[config.mk]
export PLATFORM = sky130hd
export DESIGN_NAME = if_fetch_unit
export DESIGN_NICKNAME = d
export VERILOG_FILES = /design/src/rtl/if_fetch_unit_pkg.sv /design/src/rtl/if_fetch_unit_icache_dm.sv /design/src/rtl/if_fetch_unit.sv
export SDC_FILE = /design/constraint.sdc
export NUM_CORES = 2
export LEC_CHECK = 0
export BUFFER_PORTS_ARGS = -buffer_cell sky130_fd_sc_hd__buf_2
export CORE_MARGIN = 2
export CORE_UTILIZATION = 50
export DETAILED_ROUTE_END_ITERATION = 8
export PLACE_DENSITY_LB_ADDON = 0.25
export SYNTH_ARGS = -nofsm -noshare
export SYNTH_HDL_FRONTEND = slang
export SYNTH_SLANG_ARGS = --single-unit
[constraint.sdc]
create_clock -name clk -period 17.55 [get_ports clk]
set_clock_uncertainty 0.1 [all_clocks]
set_input_delay 0.8775 -clock clk [delete_from_list [all_inputs] [get_ports clk]]
set_output_delay 0.8775 -clock clk [all_outputs]
set_load 0.005 [all_outputs]
[src/rtl/if_fetch_unit_pkg.sv]
// if_fetch_unit_pkg: shared widths and constants
// for the instruction-fetch stage
package if_fetch_unit_pkg;

  localparam int AddrBus = 32;
  localparam int InstBus = 32;

  localparam logic [31:0] ZeroWord = 32'h0;
  localparam logic        Enable   = 1'b1;
  localparam logic        Disable  = 1'b0;

  localparam logic [1:0] LOOKUP  = 2'd0;
  localparam logic [1:0] MISS    = 2'd1;
  localparam logic [1:0] DELIVER = 2'd2;

endpackage

[src/rtl/if_fetch_unit_icache_dm.sv]
// icache_dm: direct-mapped one-word-line icache
// combinational read, single write port, async clear
module icache_dm
  import if_fetch_unit_pkg::*;
#(
  parameter int IDX_W = 6,
  parameter int TAG_W = AddrBus - IDX_W - 2
) (
  input  logic               clk,
  input  logic               rst_n,
  input  logic [IDX_W-1:0]   rd_idx,
  input  logic [TAG_W-1:0]   rd_tag,
  output logic               rd_hit,
  output logic [InstBus-1:0] rd_data,
  input  logic               wr_en,
  input  logic [IDX_W-1:0]   wr_idx,
  input  logic [TAG_W-1:0]   wr_tag,
  input  logic [InstBus-1:0] wr_data
);

  localparam int Lines = 1 << IDX_W;

  logic [Lines-1:0]   valid_q, valid_d;
  logic [TAG_W-1:0]   tag_q  [Lines];
  logic [InstBus-1:0] data_q [Lines];

  assign rd_hit  = valid_q[rd_idx]
                && (tag_q[rd_idx] == rd_tag);
  assign rd_data = data_q[rd_idx];

  // mark a line valid when it is filled
  always_comb begin
    valid_d = valid_q;
    if (wr_en) valid_d[wr_idx] = Enable;
  end

  // valid bits clear on reset
  always_ff @(posedge clk or negedge rst_n) begin
    if (!rst_n) valid_q <= '0;
    else        valid_q <= valid_d;
  end

  // tag/data arrays need no reset
  always_ff @(posedge clk) begin
    if (wr_en) begin
      tag_q[wr_idx]  <= wr_tag;
      data_q[wr_idx] <= wr_data;
    end
  end

endmodule

[src/rtl/if_fetch_unit.sv]
// if_fetch_unit: IF stage, byte-serial miss fill,
// direct-mapped icache, stall and redirect handling
module if_fetch_unit
  import if_fetch_unit_pkg::*;
#(
  parameter logic [AddrBus-1:0] RESET_PC     = 32'h0,
  parameter int                 ICACHE_IDX_W = 6
) (
  input  logic               clk,
  input  logic               rst,
  input  logic               rdy,
  input  logic               id_stall,
  input  logic               jump_en,
  input  logic [AddrBus-1:0] jump_addr,
  input  logic               mem_byte_valid,
  input  logic [7:0]         mem_byte,
  output logic               mem_req,
  output logic [AddrBus-1:0] mem_addr,
  output logic [AddrBus-1:0] pc_o,
  output logic [InstBus-1:0] inst_o,
  output logic               inst_valid_o
);

  localparam int TagW = AddrBus - ICACHE_IDX_W - 2;

  logic [AddrBus-1:0] pc_q, pc_d;
  logic [1:0]         state_q, state_d;
  logic [2:0]         cnt_q, cnt_d;
  logic [InstBus-1:0] line_q, line_d;
  logic               mem_req_q, mem_req_d;
  logic [AddrBus-1:0] mem_addr_q, mem_addr_d;
  logic [AddrBus-1:0] pc_o_q, pc_o_d;
  logic [InstBus-1:0] inst_q, inst_d;
  logic               valid_q, valid_d;
  logic               drop_q, drop_d;

  logic               hit;
  logic [InstBus-1:0] hit_data;
  logic               wr_en;
  logic               byte_acc;
  logic               st_lookup;
  logic               st_miss;
  logic [ICACHE_IDX_W-1:0] idx;
  logic [TagW-1:0]    tag;

  assign idx       = pc_q[ICACHE_IDX_W+1:2];
  assign tag       = pc_q[AddrBus-1:ICACHE_IDX_W+2];
  assign byte_acc  = mem_byte_valid && !drop_q;
  assign st_lookup = (state_q == LOOKUP);
  assign st_miss   = (state_q == MISS);

  icache_dm #(
    .IDX_W (ICACHE_IDX_W)
  ) u_icache (
    .clk     (clk),
    .rst_n   (rst),
    .rd_idx  (idx),
    .rd_tag  (tag),
    .rd_hit  (hit),
    .rd_data (hit_data),
    .wr_en   (wr_en),
    .wr_idx  (idx),
    .wr_tag  (tag),
    .wr_data ({mem_byte, line_q[23:0]})
  );

  // next-state: rdy gates everything, jump beats stall
  always_comb begin
    pc_d       = pc_q;
    state_d    = state_q;
    cnt_d      = cnt_q;
    line_d     = line_q;
    mem_req_d  = mem_req_q;
    mem_addr_d = mem_addr_q;
    pc_o_d     = pc_o_q;
    inst_d     = inst_q;
    valid_d    = valid_q;
    drop_d     = drop_q;
    wr_en      = Disable;
    if (rdy) begin
      if (mem_byte_valid && drop_q) drop_d = Disable;
      if (jump_en) begin
        pc_d      = jump_addr;
        state_d   = LOOKUP;
        valid_d   = Disable;
        mem_req_d = Disable;
        cnt_d     = '0;
        // a byte still owed by memory must be discarded
        drop_d    = (drop_q || mem_req_q)
                 && !mem_byte_valid;
      end else begin
        unique case (1'b1)
          st_lookup: begin
            if (!id_stall) begin
              if (hit) begin
                inst_d  = hit_data;
                pc_o_d  = pc_q;
                valid_d = Enable;
                pc_d    = pc_q + 32'd4;
              end else begin
                mem_req_d  = Enable;
                mem_addr_d = pc_q;
                cnt_d      = '0;
                valid_d    = Disable;
                state_d    = MISS;
              end
            end
          end
          st_miss: begin
            if (byte_acc) begin
              line_d[{cnt_q[1:0], 3'b000} +: 8] = mem_byte;
              cnt_d      = cnt_q + 3'd1;
              mem_addr_d = pc_q + 32'(cnt_q) + 32'd1;
              if (cnt_q == 3'd3) begin
                mem_req_d = Disable;
                wr_en     = Enable;
                state_d   = DELIVER;
              end
            end
          end
          default: begin
            if (!id_stall) begin
              inst_d  = line_q;
              pc_o_d  = pc_q;
              valid_d = Enable;
              pc_d    = pc_q + 32'd4;
              state_d = LOOKUP;
            end
          end
        endcase
      end
    end
  end

  // stage registers, async active-low reset
  always_ff @(posedge clk or negedge rst) begin
    if (!rst) begin
      pc_q       <= RESET_PC;
      state_q    <= LOOKUP;
      cnt_q      <= '0;
      line_q     <= ZeroWord;
      mem_req_q  <= Disable;
      mem_addr_q <= ZeroWord;
      pc_o_q     <= ZeroWord;
      inst_q     <= ZeroWord;
      valid_q    <= Disable;
      drop_q     <= Disable;
    end else begin
      pc_q       <= pc_d;
      state_q    <= state_d;
      cnt_q      <= cnt_d;
      line_q     <= line_d;
      mem_req_q  <= mem_req_d;
      mem_addr_q <= mem_addr_d;
      pc_o_q     <= pc_o_d;
      inst_q     <= inst_d;
      valid_q    <= valid_d;
      drop_q     <= drop_d;
    end
  end

  assign mem_req      = mem_req_q;
  assign mem_addr     = mem_addr_q;
  assign pc_o         = pc_o_q;
  assign inst_o       = inst_q;
  assign inst_valid_o = valid_q;

endmodule

# ---- Word level (Yosys, flattened, before mapping)
# Memory sizes are Yosys's and may differ from the RTL's.
# Cells that the tools add are included.
dict set report classes {
  muxes 54
  order_cmp 2
  addsub 5
  n_shift 2
  n_eq_ne 15
  multipliers 0
  bitwise_logic 4
  div_mod_pow 0
  reduce_logical 21
}
# op count
set ops {}
lappend ops {{2-to-1 mux 32 bit} 13}
lappend ops {{one-hot mux 32 bit (2 select lines)} 4}
lappend ops {{bitwise OR 64 bit} 1}
lappend ops {{adder 32 x 1 -> 32 bit (second input constant)} 1}
lappend ops {{adder 32 x 3 -> 32 bit} 1}
lappend ops {{adder 32 x 3 -> 32 bit (second input constant)} 1}
lappend ops {{bitwise mux 32 bit} 1}
lappend ops {{variable shift 8 x 7 -> 32 bit (first input constant)} 1}
lappend ops {{variable part select 8 x 7 -> 32 bit} 1}
lappend ops {{equality test 24 bit} 1}
lappend ops {{2-to-1 mux 1 bit} 20}
lappend ops {{AND reduction 6 bit} 3}
lappend ops {{2-to-1 mux 2 bit} 6}
lappend ops {{2-to-1 mux 3 bit} 4}
lappend ops {{inequality test 3 bit (second input constant)} 4}
lappend ops {{inequality test 2 bit (second input constant)} 5}
lappend ops {{AND reduction 5 bit} 2}
lappend ops {{AND reduction 4 bit} 2}
lappend ops {{less-than comparator 6 x 7 -> 1 bit (second input constant)} 1}
lappend ops {{negator 5 -> 7 bit} 1}
lappend ops {{binary-select mux 1 bit (select 6 bit)} 1}
lappend ops {{demux 1 bit (select 6 bit)} 1}
lappend ops {{greater-or-equal comparator 6 x 1 -> 1 bit (second input constant)} 1}
lappend ops {{one-hot mux 3 bit (2 select lines)} 1}
lappend ops {{other kinds (17)} 26}
dict set report totals {
  memories 2
  out_inout_bits 98
  inputBits 46
  rom_bits 0
  wordCells 116
  ramBits 3584
  reg_bits 232
  latch_bits 0
}
# memory depth width read_ports rd_clocked_by_memory_dff write_ports line
set memory_table {}
lappend memory_table {u_icache.data_q 64 32 1 0 1 if_fetch_unit_icache_dm.sv:25} ;# logic [InstBus-1:0] data_q [Lines];
lappend memory_table {u_icache.tag_q 64 24 1 0 1 if_fetch_unit_icache_dm.sv:24} ;# logic [TAG_W-1:0] tag_q [Lines];

# ---- Longest topological paths before layout
dict set report logic_depth {
  ltp_word 8
  mapped_depth 20
  mapped_depth_nobuf 14
}

# ---- Cells and area by module
# Synthesis repeated with hierarchy kept, for this count alone.
dict set report unflattened {
  hier_cells 6777
  hier_area_um2 147694.2
}
# module n_inst seq_area_each_um2 area_per_inst_um2 cells_each
set by_module_without_submodules {}
lappend by_module_without_submodules {icache_dm 1 109224.8 139347.4 5900}
lappend by_module_without_submodules {if_fetch_unit 1 4204.0 8346.8 877}

# ---- Worst setup path after synthesis
# No wires, ideal clock.
dict set report synth_path {
  path_kind {register -> register}
  start {register pc_q[3]}
  end {memory u_icache.data_q[14][0], enable pin}
  t_required_ns 16.979
  n_path_buf 11
  synth_period_minus_slack_ns 6.041
  path_slack_ns 11.509
  setup_ns 0.471
  arrival_ns 5.470
  path_stages_with_launch 14
  path_cell_list {dfrtp_1 > buf_2 > buf_2 > buf_2 > buf_2 > buf_2 > buf_2 > buf_2 > buf_2 > buf_2 > buf_2 > buf_2 > nand2_1 > nor2_1}
}
# element line
set synth_lines {}
lappend synth_lines {{from (decl)} if_fetch_unit.sv:26} ;# logic [AddrBus-1:0] pc_q, pc_d;
lappend synth_lines {{from (signal assigned)} if_fetch_unit.sv:149} ;# pc_q <= pc_d;
lappend synth_lines {{to (decl)} if_fetch_unit_icache_dm.sv:25}
# Straight into the memory's write port.

# ---- Final worst setup path
dict set report layout_path {
  start {register pc_q[2]}
  end {register inst_q[4], in the netlist inst_o[4]}
}
dict set report layout_between {
  elab_chain_cells 5
  word_cells_on_any_way 11
  classes_between {eq/ne: 2; mux: 5; reduce/logical: 2; memory: 2}
}
# element line
set layout_rtl {}
lappend layout_rtl {{memory read (64 x 24 bit) or binary-select mux 1 bit (select 6 bit) (tied branches)} -}
lappend layout_rtl {{equality test 24 bit or 2-to-1 mux 1 bit (tied branches)} {if_fetch_unit_icache_dm.sv:28, if_fetch_unit_icache_dm.sv:27}}
lappend layout_rtl {{logical AND 1 bit} if_fetch_unit_icache_dm.sv:28} ;# && (tag_q[rd_idx] == rd_tag);
lappend layout_rtl {{inequality test 2 bit (no line)} -}
lappend layout_rtl {{AND reduction 5 bit (no line)} -}
lappend layout_rtl {{to (signal assigned)} if_fetch_unit.sv:145} ;# inst_q <= ZeroWord;
lappend layout_rtl {{to (signal assigned)} if_fetch_unit.sv:156} ;# inst_q <= inst_d;
lappend layout_rtl {{to (decl)} if_fetch_unit.sv:33} ;# logic [InstBus-1:0] inst_q, inst_d;
# Several ways; a longest one is shown, not always the timed one. The select of a mux whose other input is x is not followed.
# A chain may end at the register's enable or synchronous reset.

==> results.txt <==
----------------------------------------------------
[Run status]
  Outcome ... finished, violations left
  Violated checks ... capacitance limit, slew limit

[Synth]
  Primary flip-flop cell chosen by synthesis mapping ... edfxtp_1
  Cells after Synth ... 7,883
  Avg Cell Area, Syn ... 18.4 sq um
  Cell types occupying the most area after synthesis ... edfxtp_1, mux4_2, dfrtp_1
  Arithmetic-cell share of the synthesized area counting full adders, half adders and majority gates ... 0.109%
  Fraction of the mapped netlist area in compound gates ... 8.71%
  Post-synthesis sequential element count ... 3,816
  Yosys warning total ... 0
  Most frequent cell after synthesis ... edfxtp_1
  Sequential fraction of the synthesis area ... between 70% and 80%
  Main combinational cell family by area after synthesis ... compound AO/OA/AOI/OAI gates
  Syn_nets ... 7,941
  Async S/R FF share, synth ... 6.08%
  Cell taking the most area after synthesis ... edfxtp_1
  Most frequent cells after synthesis ... edfxtp_1, a22oi_1, mux2i_1
  Mux contribution to synthesized area ... 7.62%
  Post-synthesis xor/xnor area fraction ... 0.314%
  Share of synthesized cell area in and, or, nand and nor gates ... 3.43%
  Area share of the leading cell type in the synthesized netlist ... ~74%
  Syn Std Cell Area ... around 150,000 sq um
  Number of enable-type register cells in the synthesized netlist ... 3,584
  Number of different library cells in the post-synthesis netlist ... 90

[CTS]
  Count of H-tree levels built during CTS ... 5
  Worst-Skew Late Latency ... 0.94 ns
  Resized cells post-CTS ... 0
  Clock Sinks ... 3,816
  Clock tree from TritonCTS ... yes
  Number of buffers created by CTS ... 378
  Hold buffer count at CTS ... 1
  Clock-pin slew reported for the worst setup and hold paths after clock tree synthesis ... 0.07 ns
  Deepest clock path buffer count ... 4
  Number of buffers inserted by post-CTS setup repair ... 0
  CTS Root Buffer Type ... clkbuf_16

[Route]
  Average wire per cell in the routed design ... ~42 um
  Routed wire length ... 512,000 um
  Drt pass-1 iters ... 8
  Via count ... just under 90k
  Vias per Instance ... 7.22
  DR iter-0 viols ... 17.6k
  DRC errors left ... 0
  Count of antenna-violating nets left after detailed routing ... 0

[GRT]
  Largest net degree at the start of global routing ... 119
  Wire length of the first global-routing pass ... 691,000 um
  Vias in the first global route ... 83.2k
  Number of antenna violations at the first check in global routing ... 32
  GRT Resource Usage Total ... 34.2%
  Sum of overflow across all layers after global routing ... 0

[Worst setup path]
  Setup Crit Path Kind ... flop to flop
  Critical path data required time ... 18.22 ns
  Sum of buffers and inverters on the critical path ... 5
  Signal arrival time at the worst endpoint ... 9.51 ns
  Delay-heaviest family, CP ... buffers and inverters
  Worst-path cell with the longest stage delay ... a211oi_1
  Most frequent CP cell ... buf_4
  Worst Setup End Kind ... flop
  Crit path launch type ... flop
  Worst-path maximum fanout ... between 50 and 60
  Internal reg-to-reg setup slack ... 8.71 ns
  Largest incremental delay on the critical path ... about 0.90 ns
  Ordered cell list for the critical path ... buf_4 -> buf_4 -> buf_4 -> mux4_2 -> a22o_1 -> a221oi_1 -> o21ai_0 -> a211oi_1 -> xnor2_1 -> or4b_1 -> nor3_1 -> a21oi_1 -> nor3_4 -> buf_4 -> buf_4 -> mux2_2

[Floorplan]
  Height of the die ... 543 um
  Die span in x ... 543 um
  Area of the placeable core ... 288,000 sq um
  Initial Utilization ... 50.3%
  Boundary Pins ... 144
  Die footprint ... 295,000 sq um
  Core Rows ... just under 200

[Timing]
  Period Utilization, post-route ... between 50% and 60%
  Number of endpoints with negative hold slack in the final report ... 0
  Setup violators final ... 0
  RSZ-0062 raised after global routing ... no
  Relative slew slack ... -3.66%
  Final Slew Violations ... 2
  Transition time of the tightest slew-check pin ... 1.54 ns
  Worst hold margin ... between 0.1 and 0.15 ns
  Final-layout setup total negative slack ... 0 ns
  Min Tclk post-route ... 8.84 ns
  FMAX ... approximately 110 MHz

[Place]
  Estimated wirelength of the detail-placed design ... ~260,000 um
  Placed cells ... 11.6k
  Total of buffers placed on input and output ports ... 143
  RePlAce Congestion ... 0.886
  Instance area at placement ... 152,000 sq um

[Finish]
  Fraction of final layout cells with drive strength greater than 1 ... 19.4%
  Layout-stage area growth over the synthesis result ... 12.7%
  Utilization after layout ... between 50% and 60%
  Number of nets in the final layout ... a little over 8k
  Fin area ... 164,000 sq um
  Non-filler instance count after layout ... 12.3k

[Job]
  Maximum capacitance violations ... 1

[Power and ir drop]
  Maximum resistive drop on vdd ... 168 uV
  Cell area power density ... 140 nW/um^2
  Static leakage ... 50.6 nW

[Hold path]
  Path category of the worst min-delay check ... input port to flop

----------------------------------------------------
-- final cells by class --
cell class / instances / area [sq um]
fill: 21444 / 125000
sequential: 3816 / 113000
multi-input combinational: 3524 / 30000
clock buffer: 508 / 10300
tap: 3781 / 4730
timing repair buffer: 466 / 3300
clock inverter: 172 / 1540
inverter: 28 / 108
antenna: 27 / 67.6
-- state kept, by name (all words and copies together), names as in the netlist, 2 cells and up --
register,cells
state_q,2
u_icache.tag_q,1536
line_q,32
mem_addr,32
inst_o,32
u_icache.valid_q,64
u_icache.data_q,2048
pc_q,32
pc_o,32
cnt_q,3
-- layout by cell type, fill, tap and decap left out, types with 67 or more instances in the layout --
cell type / instances
o21ai_0: 194
mux4_2: 269
a221oi_1: 201
edfxtp_1: 3584
mux2i_1: 310
or2_2: 74
o22ai_1: 99
a22oi_1: 655
nand4_1: 107
a21oi_1: 178
buf_2: 142
buf_4: 310
nand2_1: 263
dfrtp_1: 197
clkbuf_1: 102
clkbuf_16: 387
mux2_2: 169
nor2_4: 67
nor2_1: 140
a22o_1: 93
-- report_power, final --
part	internal (W)	leakage, nW	total (W)	switching (W)
registers	0.0103	33.4	0.0105	0.000149
clock network	0.00445	5.79	0.00787	0.00341
logic	0.00147	11.4	0.00457	0.00310
-- tightest hold or removal path: stages --
cell and delay, ns:
buf_2 0.09, nand2_1 0.05, nand2_1 0.05
-- path summary, 6_finish.rpt --
check / start / to / cells past startpoint
worst max register to register: pc_q[2] / inst_o[4] / 16
max in group asynchronous: rst / line_q[4] / 5
worst min-delay path: jump_addr[1] / pc_q[1] / 3
worst min register to register: u_icache.valid_q[24] / u_icache.valid_q[24] / 1
min in group asynchronous: rst / pc_o[29] / 2
worst max-delay path: pc_q[2] / inst_o[4] / 16
-- per-stage QoR --
step           total power [W]  setup slack (ns)
2_1_floorplan           0.0132             11.51
3_3_place_gp            0.0150              8.82
3_5_place_dp            0.0151              8.94
4_1_cts                 0.0228              8.88
5_1_grt                 0.0234              8.53
6_report                0.0229              8.71
-- metal layers --
layer	global-route usage, %	vias up	part of all wire (%)
li1	-	33312	-
met1	46.0	45556	34
met2	51.1	8390	44
met3	9.45	1690	15
met4	18.2	10	6.3
met5	0	-	0.013
-- logic make-up (layout without fill, tap and decap cells) --
group	after synthesis	in the layout
flip-flops	3816	3816
AO/OA/AOI/OAI	1744	1744
AND/OR/NAND/NOR	968	968
multiplexers	748	748
buffers and inverters	543	1174
XOR/XNOR	52	52
adder cells (fa/ha/maj)	12	12
other	0	27
Note: power is estimated with default switching activity, not from simulation.
